===== src/rtl/id_ex_stage_if.sv =====
// id_ex_stage_if: ID-side, forwarding and EX-side signals of the ID/EX stage.
interface id_ex_stage_if #(parameter int W = 32, parameter int RW = 5);
    logic          Stall, Flush, IdValid;
    logic          IdRegWrite, IdMemRead, IdMemWrite, IdMemToReg, IdRegDst, IdALUSrc;
    logic [1:0]    IdALUOp;
    logic [5:0]    IdFunct;
    logic [4:0]    IdShamt;
    logic [RW-1:0] IdRs, IdRt, IdRd;
    logic [W-1:0]  IdRsData, IdRtData, IdImm;
    logic          MemRegWrite;
    logic [RW-1:0] MemRd;
    logic [W-1:0]  MemALUResult;
    logic          WbRegWrite;
    logic [RW-1:0] WbRd;
    logic [W-1:0]  WbData;
    logic [2:0]    ALUOperation;
    logic [4:0]    Shamt;
    logic [W-1:0]  DataA, DataB, ExStoreData;
    logic [RW-1:0] ExWriteReg;
    logic          ExValid, ExRegWrite, ExMemRead, ExMemWrite, ExMemToReg;
    logic          IllegalOp, LoadUseStall;
    modport slave (
        input  Stall, Flush, IdValid, IdRegWrite, IdMemRead, IdMemWrite, IdMemToReg, IdRegDst,
               IdALUSrc, IdALUOp, IdFunct, IdShamt, IdRs, IdRt, IdRd, IdRsData, IdRtData, IdImm,
               MemRegWrite, MemRd, MemALUResult, WbRegWrite, WbRd, WbData,
        output ALUOperation, Shamt, DataA, DataB, ExStoreData, ExWriteReg, ExValid, ExRegWrite,
               ExMemRead, ExMemWrite, ExMemToReg, IllegalOp, LoadUseStall
    );
    modport master (
        output Stall, Flush, IdValid, IdRegWrite, IdMemRead, IdMemWrite, IdMemToReg, IdRegDst,
               IdALUSrc, IdALUOp, IdFunct, IdShamt, IdRs, IdRt, IdRd, IdRsData, IdRtData, IdImm,
               MemRegWrite, MemRd, MemALUResult, WbRegWrite, WbRd, WbData,
        input  ALUOperation, Shamt, DataA, DataB, ExStoreData, ExWriteReg, ExValid, ExRegWrite,
               ExMemRead, ExMemWrite, ExMemToReg, IllegalOp, LoadUseStall
    );
endinterface


===== src/rtl/id_ex_stage.sv =====
// id_ex_stage: MIPS ID/EX register with ALU-control decode, operand forwarding,
// load-use detection, stall hold (with WB refresh) and flush bubbles.
module id_ex_stage #(parameter int W = 32, parameter int RW = 5) (
    input logic          clk,
    input logic          rst_n,
    id_ex_stage_if.slave bus
);
    logic [RW-1:0] ex_rs, ex_rt;
    logic [W-1:0]  rs_data, rt_data, ex_imm, fwd_rs, fwd_rt;
    logic          ex_alusrc, dec_ill, mem_rs, mem_rt, wb_rs, wb_rt;
    logic [2:0]    dec_op;

    always_comb begin
        dec_op  = 3'b010;
        dec_ill = 1'b0;
        if (bus.IdALUOp == 2'b01)
            dec_op = 3'b110;
        else if (bus.IdALUOp == 2'b11)
            dec_ill = 1'b1;
        else if (bus.IdALUOp == 2'b10)
            case (bus.IdFunct)
                6'h20:   dec_op = 3'b010;
                6'h22:   dec_op = 3'b110;
                6'h24:   dec_op = 3'b000;
                6'h25:   dec_op = 3'b001;
                6'h2A:   dec_op = 3'b111;
                6'h02:   dec_op = 3'b011;
                default: dec_ill = 1'b1;
            endcase
    end

    assign bus.LoadUseStall = bus.ExValid && bus.ExMemRead && bus.ExWriteReg != '0 && bus.IdValid &&
        (bus.ExWriteReg == bus.IdRs || (bus.ExWriteReg == bus.IdRt && (!bus.IdALUSrc || bus.IdMemWrite)));

    // Register 0 is hardwired, so a zero destination never forwards.
    assign mem_rs = bus.MemRegWrite && bus.MemRd != '0 && bus.MemRd == ex_rs;
    assign mem_rt = bus.MemRegWrite && bus.MemRd != '0 && bus.MemRd == ex_rt;
    assign wb_rs  = bus.WbRegWrite && bus.WbRd != '0 && bus.WbRd == ex_rs;
    assign wb_rt  = bus.WbRegWrite && bus.WbRd != '0 && bus.WbRd == ex_rt;
    assign fwd_rs = mem_rs ? bus.MemALUResult : wb_rs ? bus.WbData : rs_data;
    assign fwd_rt = mem_rt ? bus.MemALUResult : wb_rt ? bus.WbData : rt_data;

    assign bus.DataA       = fwd_rs;
    assign bus.DataB       = ex_alusrc ? ex_imm : fwd_rt;
    assign bus.ExStoreData = fwd_rt;

    always_ff @(posedge clk or negedge rst_n) begin
        if (!rst_n) begin
            bus.ExValid      <= 1'b0;
            bus.ExRegWrite   <= 1'b0;
            bus.ExMemRead    <= 1'b0;
            bus.ExMemWrite   <= 1'b0;
            bus.ExMemToReg   <= 1'b0;
            bus.ExWriteReg   <= '0;
            bus.ALUOperation <= 3'b000;
            bus.Shamt        <= '0;
            bus.IllegalOp    <= 1'b0;
            ex_alusrc        <= 1'b0;
            ex_rs            <= '0;
            ex_rt            <= '0;
            rs_data          <= '0;
            rt_data          <= '0;
            ex_imm           <= '0;
        end else if (bus.Flush || (!bus.Stall && bus.LoadUseStall)) begin
            bus.ExValid    <= 1'b0;
            bus.ExRegWrite <= 1'b0;
            bus.ExMemRead  <= 1'b0;
            bus.ExMemWrite <= 1'b0;
            bus.ExMemToReg <= 1'b0;
            bus.ExWriteReg <= '0;
            bus.IllegalOp  <= 1'b0;
            ex_alusrc      <= 1'b0;
        end else if (bus.Stall) begin
            // Capture retiring WB values so a long hold never goes stale.
            if (wb_rs) rs_data <= bus.WbData;
            if (wb_rt) rt_data <= bus.WbData;
        end else begin
            bus.ExValid      <= bus.IdValid;
            bus.ExRegWrite   <= bus.IdRegWrite;
            bus.ExMemRead    <= bus.IdMemRead;
            bus.ExMemWrite   <= bus.IdMemWrite;
            bus.ExMemToReg   <= bus.IdMemToReg;
            bus.ExWriteReg   <= bus.IdRegDst ? bus.IdRd : bus.IdRt;
            bus.ALUOperation <= dec_op;
            bus.Shamt        <= bus.IdShamt;
            bus.IllegalOp    <= dec_ill && bus.IdValid;
            ex_alusrc        <= bus.IdALUSrc;
            ex_rs            <= bus.IdRs;
            ex_rt            <= bus.IdRt;
            rs_data          <= bus.IdRsData;
            rt_data          <= bus.IdRtData;
            ex_imm           <= bus.IdImm;
        end
    end
endmodule


===== src/flat_wrapper.sv =====
// flat-port wrapper written by rule: the top's interface ports become plain ports
module id_ex_stage_flat 
#(parameter int W = 32, parameter int RW = 5)
  (clk, rst_n, bus_Stall, bus_Flush, bus_IdValid, bus_IdRegWrite, bus_IdMemRead, bus_IdMemWrite, bus_IdMemToReg, bus_IdRegDst, bus_IdALUSrc, bus_IdALUOp, bus_IdFunct, bus_IdShamt, bus_IdRs, bus_IdRt, bus_IdRd, bus_IdRsData, bus_IdRtData, bus_IdImm, bus_MemRegWrite, bus_MemRd, bus_MemALUResult, bus_WbRegWrite, bus_WbRd, bus_WbData, bus_ALUOperation, bus_Shamt, bus_DataA, bus_DataB, bus_ExStoreData, bus_ExWriteReg, bus_ExValid, bus_ExRegWrite, bus_ExMemRead, bus_ExMemWrite, bus_ExMemToReg, bus_IllegalOp, bus_LoadUseStall);
  id_ex_stage_if #(.W(W), .RW(RW)) bus_i ();
  input logic clk;
  input logic rst_n;
  input wire logic [$bits(bus_i.Stall)-1:0] bus_Stall;
  input wire logic [$bits(bus_i.Flush)-1:0] bus_Flush;
  input wire logic [$bits(bus_i.IdValid)-1:0] bus_IdValid;
  input wire logic [$bits(bus_i.IdRegWrite)-1:0] bus_IdRegWrite;
  input wire logic [$bits(bus_i.IdMemRead)-1:0] bus_IdMemRead;
  input wire logic [$bits(bus_i.IdMemWrite)-1:0] bus_IdMemWrite;
  input wire logic [$bits(bus_i.IdMemToReg)-1:0] bus_IdMemToReg;
  input wire logic [$bits(bus_i.IdRegDst)-1:0] bus_IdRegDst;
  input wire logic [$bits(bus_i.IdALUSrc)-1:0] bus_IdALUSrc;
  input wire logic [$bits(bus_i.IdALUOp)-1:0] bus_IdALUOp;
  input wire logic [$bits(bus_i.IdFunct)-1:0] bus_IdFunct;
  input wire logic [$bits(bus_i.IdShamt)-1:0] bus_IdShamt;
  input wire logic [$bits(bus_i.IdRs)-1:0] bus_IdRs;
  input wire logic [$bits(bus_i.IdRt)-1:0] bus_IdRt;
  input wire logic [$bits(bus_i.IdRd)-1:0] bus_IdRd;
  input wire logic [$bits(bus_i.IdRsData)-1:0] bus_IdRsData;
  input wire logic [$bits(bus_i.IdRtData)-1:0] bus_IdRtData;
  input wire logic [$bits(bus_i.IdImm)-1:0] bus_IdImm;
  input wire logic [$bits(bus_i.MemRegWrite)-1:0] bus_MemRegWrite;
  input wire logic [$bits(bus_i.MemRd)-1:0] bus_MemRd;
  input wire logic [$bits(bus_i.MemALUResult)-1:0] bus_MemALUResult;
  input wire logic [$bits(bus_i.WbRegWrite)-1:0] bus_WbRegWrite;
  input wire logic [$bits(bus_i.WbRd)-1:0] bus_WbRd;
  input wire logic [$bits(bus_i.WbData)-1:0] bus_WbData;
  output wire logic [$bits(bus_i.ALUOperation)-1:0] bus_ALUOperation;
  output wire logic [$bits(bus_i.Shamt)-1:0] bus_Shamt;
  output wire logic [$bits(bus_i.DataA)-1:0] bus_DataA;
  output wire logic [$bits(bus_i.DataB)-1:0] bus_DataB;
  output wire logic [$bits(bus_i.ExStoreData)-1:0] bus_ExStoreData;
  output wire logic [$bits(bus_i.ExWriteReg)-1:0] bus_ExWriteReg;
  output wire logic [$bits(bus_i.ExValid)-1:0] bus_ExValid;
  output wire logic [$bits(bus_i.ExRegWrite)-1:0] bus_ExRegWrite;
  output wire logic [$bits(bus_i.ExMemRead)-1:0] bus_ExMemRead;
  output wire logic [$bits(bus_i.ExMemWrite)-1:0] bus_ExMemWrite;
  output wire logic [$bits(bus_i.ExMemToReg)-1:0] bus_ExMemToReg;
  output wire logic [$bits(bus_i.IllegalOp)-1:0] bus_IllegalOp;
  output wire logic [$bits(bus_i.LoadUseStall)-1:0] bus_LoadUseStall;
  assign bus_i.Stall = bus_Stall;
  assign bus_i.Flush = bus_Flush;
  assign bus_i.IdValid = bus_IdValid;
  assign bus_i.IdRegWrite = bus_IdRegWrite;
  assign bus_i.IdMemRead = bus_IdMemRead;
  assign bus_i.IdMemWrite = bus_IdMemWrite;
  assign bus_i.IdMemToReg = bus_IdMemToReg;
  assign bus_i.IdRegDst = bus_IdRegDst;
  assign bus_i.IdALUSrc = bus_IdALUSrc;
  assign bus_i.IdALUOp = bus_IdALUOp;
  assign bus_i.IdFunct = bus_IdFunct;
  assign bus_i.IdShamt = bus_IdShamt;
  assign bus_i.IdRs = bus_IdRs;
  assign bus_i.IdRt = bus_IdRt;
  assign bus_i.IdRd = bus_IdRd;
  assign bus_i.IdRsData = bus_IdRsData;
  assign bus_i.IdRtData = bus_IdRtData;
  assign bus_i.IdImm = bus_IdImm;
  assign bus_i.MemRegWrite = bus_MemRegWrite;
  assign bus_i.MemRd = bus_MemRd;
  assign bus_i.MemALUResult = bus_MemALUResult;
  assign bus_i.WbRegWrite = bus_WbRegWrite;
  assign bus_i.WbRd = bus_WbRd;
  assign bus_i.WbData = bus_WbData;
  assign bus_ALUOperation = bus_i.ALUOperation;
  assign bus_Shamt = bus_i.Shamt;
  assign bus_DataA = bus_i.DataA;
  assign bus_DataB = bus_i.DataB;
  assign bus_ExStoreData = bus_i.ExStoreData;
  assign bus_ExWriteReg = bus_i.ExWriteReg;
  assign bus_ExValid = bus_i.ExValid;
  assign bus_ExRegWrite = bus_i.ExRegWrite;
  assign bus_ExMemRead = bus_i.ExMemRead;
  assign bus_ExMemWrite = bus_i.ExMemWrite;
  assign bus_ExMemToReg = bus_i.ExMemToReg;
  assign bus_IllegalOp = bus_i.IllegalOp;
  assign bus_LoadUseStall = bus_i.LoadUseStall;
  id_ex_stage #(.W(W), .RW(RW)) u_core (.clk(clk), .rst_n(rst_n), .bus(bus_i));
endmodule

===== config.mk =====
export PLATFORM = sky130hd
export DESIGN_NAME = id_ex_stage_flat
export DESIGN_NICKNAME = d
export VERILOG_FILES = /design/src/rtl/id_ex_stage_if.sv /design/src/rtl/id_ex_stage.sv /design/src/flat_wrapper.sv
export SDC_FILE = /design/constraint.sdc
export NUM_CORES = 1
export LEC_CHECK = 0
export ABC_CLOCK_PERIOD_IN_PS = 9050
export CAP_MARGIN = 40
export CORE_UTILIZATION = 47
export CTS_BUF_LIST = sky130_fd_sc_hd__clkbuf_16
export DETAILED_ROUTE_END_ITERATION = 16
export PLACE_DENSITY = 0.95
export SLEW_MARGIN = 20
export SYNTH_ARGS = -nofsm -noshare
export SYNTH_HDL_FRONTEND = slang
export SYNTH_SLANG_ARGS = --single-unit

===== constraint.sdc =====
create_clock -name clk -period 9.05 [get_ports clk]
set_input_delay 2.2625 -clock clk [delete_from_list [all_inputs] [get_ports clk]]
set_output_delay 2.2625 -clock clk [all_outputs]
set_load 0.03 [all_outputs]

==> metrics.txt <==
Top Ports=327; Sequential Power Share=29.6%; first-pass GRT wire length=47900 um; placed inst area=11340 um^2; Relative slew margins=41.70%; Final Hold Viols=0; vias in the first global route=8771; Starting DRT DRC Count=710; Tcrit/Tclk final=89.00%; gr busiest metal=met2; Multi-input gate area=4407 um^2; post-CTS setup buffers=0; Sw Share=33.65%; # hold bufs at CTS=0; CP Launch Type=input port; die width=131.8 um; row cnt=47; # nets final=1283; all-layer global routing usage=35.37%; Port Buffer Count=326; setup violators final=0; starting density of the core=47.94%; share of post-route cells with drive strength above 1=17.24%; Synth Register Bits=126; Fill cells=1117; Residual DRC=0; GRT overflow=0; largest net degree at the start of global routing=54; static leakage=4.401 nW; Worst-path clk slew=0.06 ns; Sink Count=126; outcome=completed; Antenna Nets Post-Route=0; Die Area=17380 um^2; post-synth net total=991; DP Wirelength=20860 um; switching pwr=788.4 uW; GPL Wtd Cong=0.9098; critical path type=input port to output pin; area delta synth->final=52.36%; Crit path required time=6.79 ns; syn avg cell area=10.16 um^2; htree depth=4; combinational share of power=36.7%; Root Buffer=clkbuf_16; Worst Setup End Kind=output pin; Worst VDD drop=0.1318 mV; Tightest Pin Transition=0.8745 ns; PostCTS Resize Cnt=0; worst-skew pair later-pin latency=0.42 ns; Max Freq=124.2 MHz; async set-reset flop share out of synthesis=100.0%; drt total wl=30530 um; met1 capacity usage during global routing=40.97%; met2 usage=58.05%; TritonCTS clock tree=done; WL/cell=23.40 um; Min Hold Slack=0.5016 ns; CP Max Fanout=32; DR vias/cell=6.405; yosys warns=0; Synth Flop Type=dfrtp_1; ant diodes=0; RSZ-0062 raised after global routing=false; Pins Over Slew Limit=0; GRT met3 Usage=8.881%; Worst EP arrival=5.79 ns; clock tree buffer depth=2; register area=3154 um^2; DR vias=8358; synthesized area=7921 um^2; DR pass1 iterations=6; Core ar.=16520 um^2; EDFF count, synth=0; max-cap violations=0; sequential-to-total area share from yosys stat=39.80%; worst min path class=flip-flop to flip-flop; design area=12070 um^2; Syn Inst Count=780; Die Ht=131.8 um; distinct cell type count after synthesis=53; final setup TNS=0 ns; TritonCTS Buffers=17; Int Pwr=1.554 mW; Tmin final=8.055 ns; PwrDens=194.1 nW/um^2; Clk pwr share=33.7%; Layout Skew=0.008548 ns; antenna violations before repair=0
==> critical path: stages <==
cell,delay [ns]
clkdlybuf4s50_1,0.47
or4_4,0.57
o21ai_4,0.50
buf_4,0.36
nor4_4,0.08
buf_4,0.25
o21ai_0,0.49
clkdlybuf4s50_1,0.78
==> state kept, by name, summed over array words and instances (netlist names) <==
name                     flops
u_core.ex_imm               32
u_core.rs_data              32
u_core.rt_data              32
u_core.bus.ExWriteReg        5
u_core.bus.Shamt             5
u_core.ex_rs                 5
u_core.ex_rt                 5
u_core.bus.ALUOperation      3
u_core.bus.ExMemRead         1
u_core.bus.ExMemToReg        1
u_core.bus.ExMemWrite        1
u_core.bus.ExRegWrite        1
u_core.bus.ExValid           1
u_core.bus.IllegalOp         1
u_core.ex_alusrc             1
==> routing by layer <==
layer	up-vias	share of wire (%)	wire [um]
met4	0	5.6	1715
met5	-	0	0
met3	133	9.0	2736
li1	3596	-	-
met2	570	48	14610
met1	4059	38	11470
==> per-stage QoR <==
step,total power [mW],setup slack [ns],std cells,util [%]
floorplan,1.164,2.461,780,-
global placement,1.518,0.9542,1265,68.01
detailed placement,1.543,1.004,1270,68.62
CTS,2.336,0.9871,1302,72.67
global route,2.418,0.9010,1305,73.04
finish,2.343,0.9953,1305,73.04
==> cell usage in the layout, fill, tap and decap left out, types with 14 or more instances in the layout <==
cell | netlist | layout
o22ai_1 | 63 | 63
a2bb2oi_2 | 30 | 30
nand2_1 | 49 | 49
o21ai_0 | 71 | 71
mux2_2 | 81 | 81
dfrtp_1 | 126 | 125
mux2i_1 | 37 | 37
buf_4 | 5 | 17
a2bb2oi_1 | 33 | 33
clkdlybuf4s50_1 | 0 | 324
nor4_1 | 32 | 32
a31oi_1 | 32 | 32
clkbuf_16 | 0 | 17
nand3_1 | 40 | 38
a21oi_1 | 14 | 14
xnor2_1 | 28 | 28
==> power groups by stage <==
stage	sequential, mW	clock (mW)	combinational, mW
after floorplan	0.697	0	0.467
after global placement	0.695	0	0.822
after detailed placement	0.701	0	0.842
after CTS	0.693	0.795	0.849
after global routing	0.702	0.820	0.897
final	0.694	0.790	0.859
==> path summary, 6_finish.rpt <==
check,startpoint,end,slack [ns],cells after the start
worst max-delay path,bus_MemRd[1],bus_DataA[31],1.0,8
worst min-delay path,u_core.bus.IllegalOp,u_core.bus.IllegalOp,0.50,2
worst max register to register,u_core.ex_rt[1],u_core.rt_data[5],5.81,6
worst min register to register,u_core.bus.IllegalOp,u_core.bus.IllegalOp,0.50,2
max in group asynchronous,rst_n,u_core.rt_data[13],6.13,3
min in group asynchronous,rst_n,u_core.ex_imm[16],1.78,1
==> synthesized netlist by cell type, types with 5 or more instances <==
cell	n	area (um^2)
nand3_1	40	200.2
o22ai_1	63	394.1
o21ai_0	71	355.3
buf_4	5	37.54
dfrtp_1	126	3153
a21oi_1	14	70.07
xnor2_1	28	245.2
clkbuf_1	40	150.1
a2bb2oi_1	33	289.0
a31oi_1	32	200.2
a2bb2oi_2	30	450.4
nand2_1	49	183.9
buf_2	21	105.1
buf_6	7	78.83
mux2_2	81	912.1
mux2i_1	37	370.4
o211ai_1	6	45.04
nor2_1	13	48.80
nor4_1	32	200.2
==> area by class of cell <==
| cell class | instances | share of cell area [%] |
|---|---|---|
| sequential | 126 | 26.14 |
| clock inverter | 15 | 2.022 |
| clock buffer | 17 | 3.525 |
| tap | 220 | 2.281 |
| multi-input combinational | 572 | 36.51 |
| timing repair buffer | 351 | 29.40 |
| inverter | 4 | 0.1244 |
==> cells by family (layout without fill, tap and decap cells) <==
group	count (synthesis)	after routing	synth area share, %
AO/OA/AOI/OAI	267	267	25.30
XOR/XNOR	30	30	3.317
buffers and inverters	82	387	5.165
flip-flops	126	126	39.80
multiplexers	119	119	16.33
AND/OR/NAND/NOR	156	156	10.08
(Power assumes the default switching activity.)
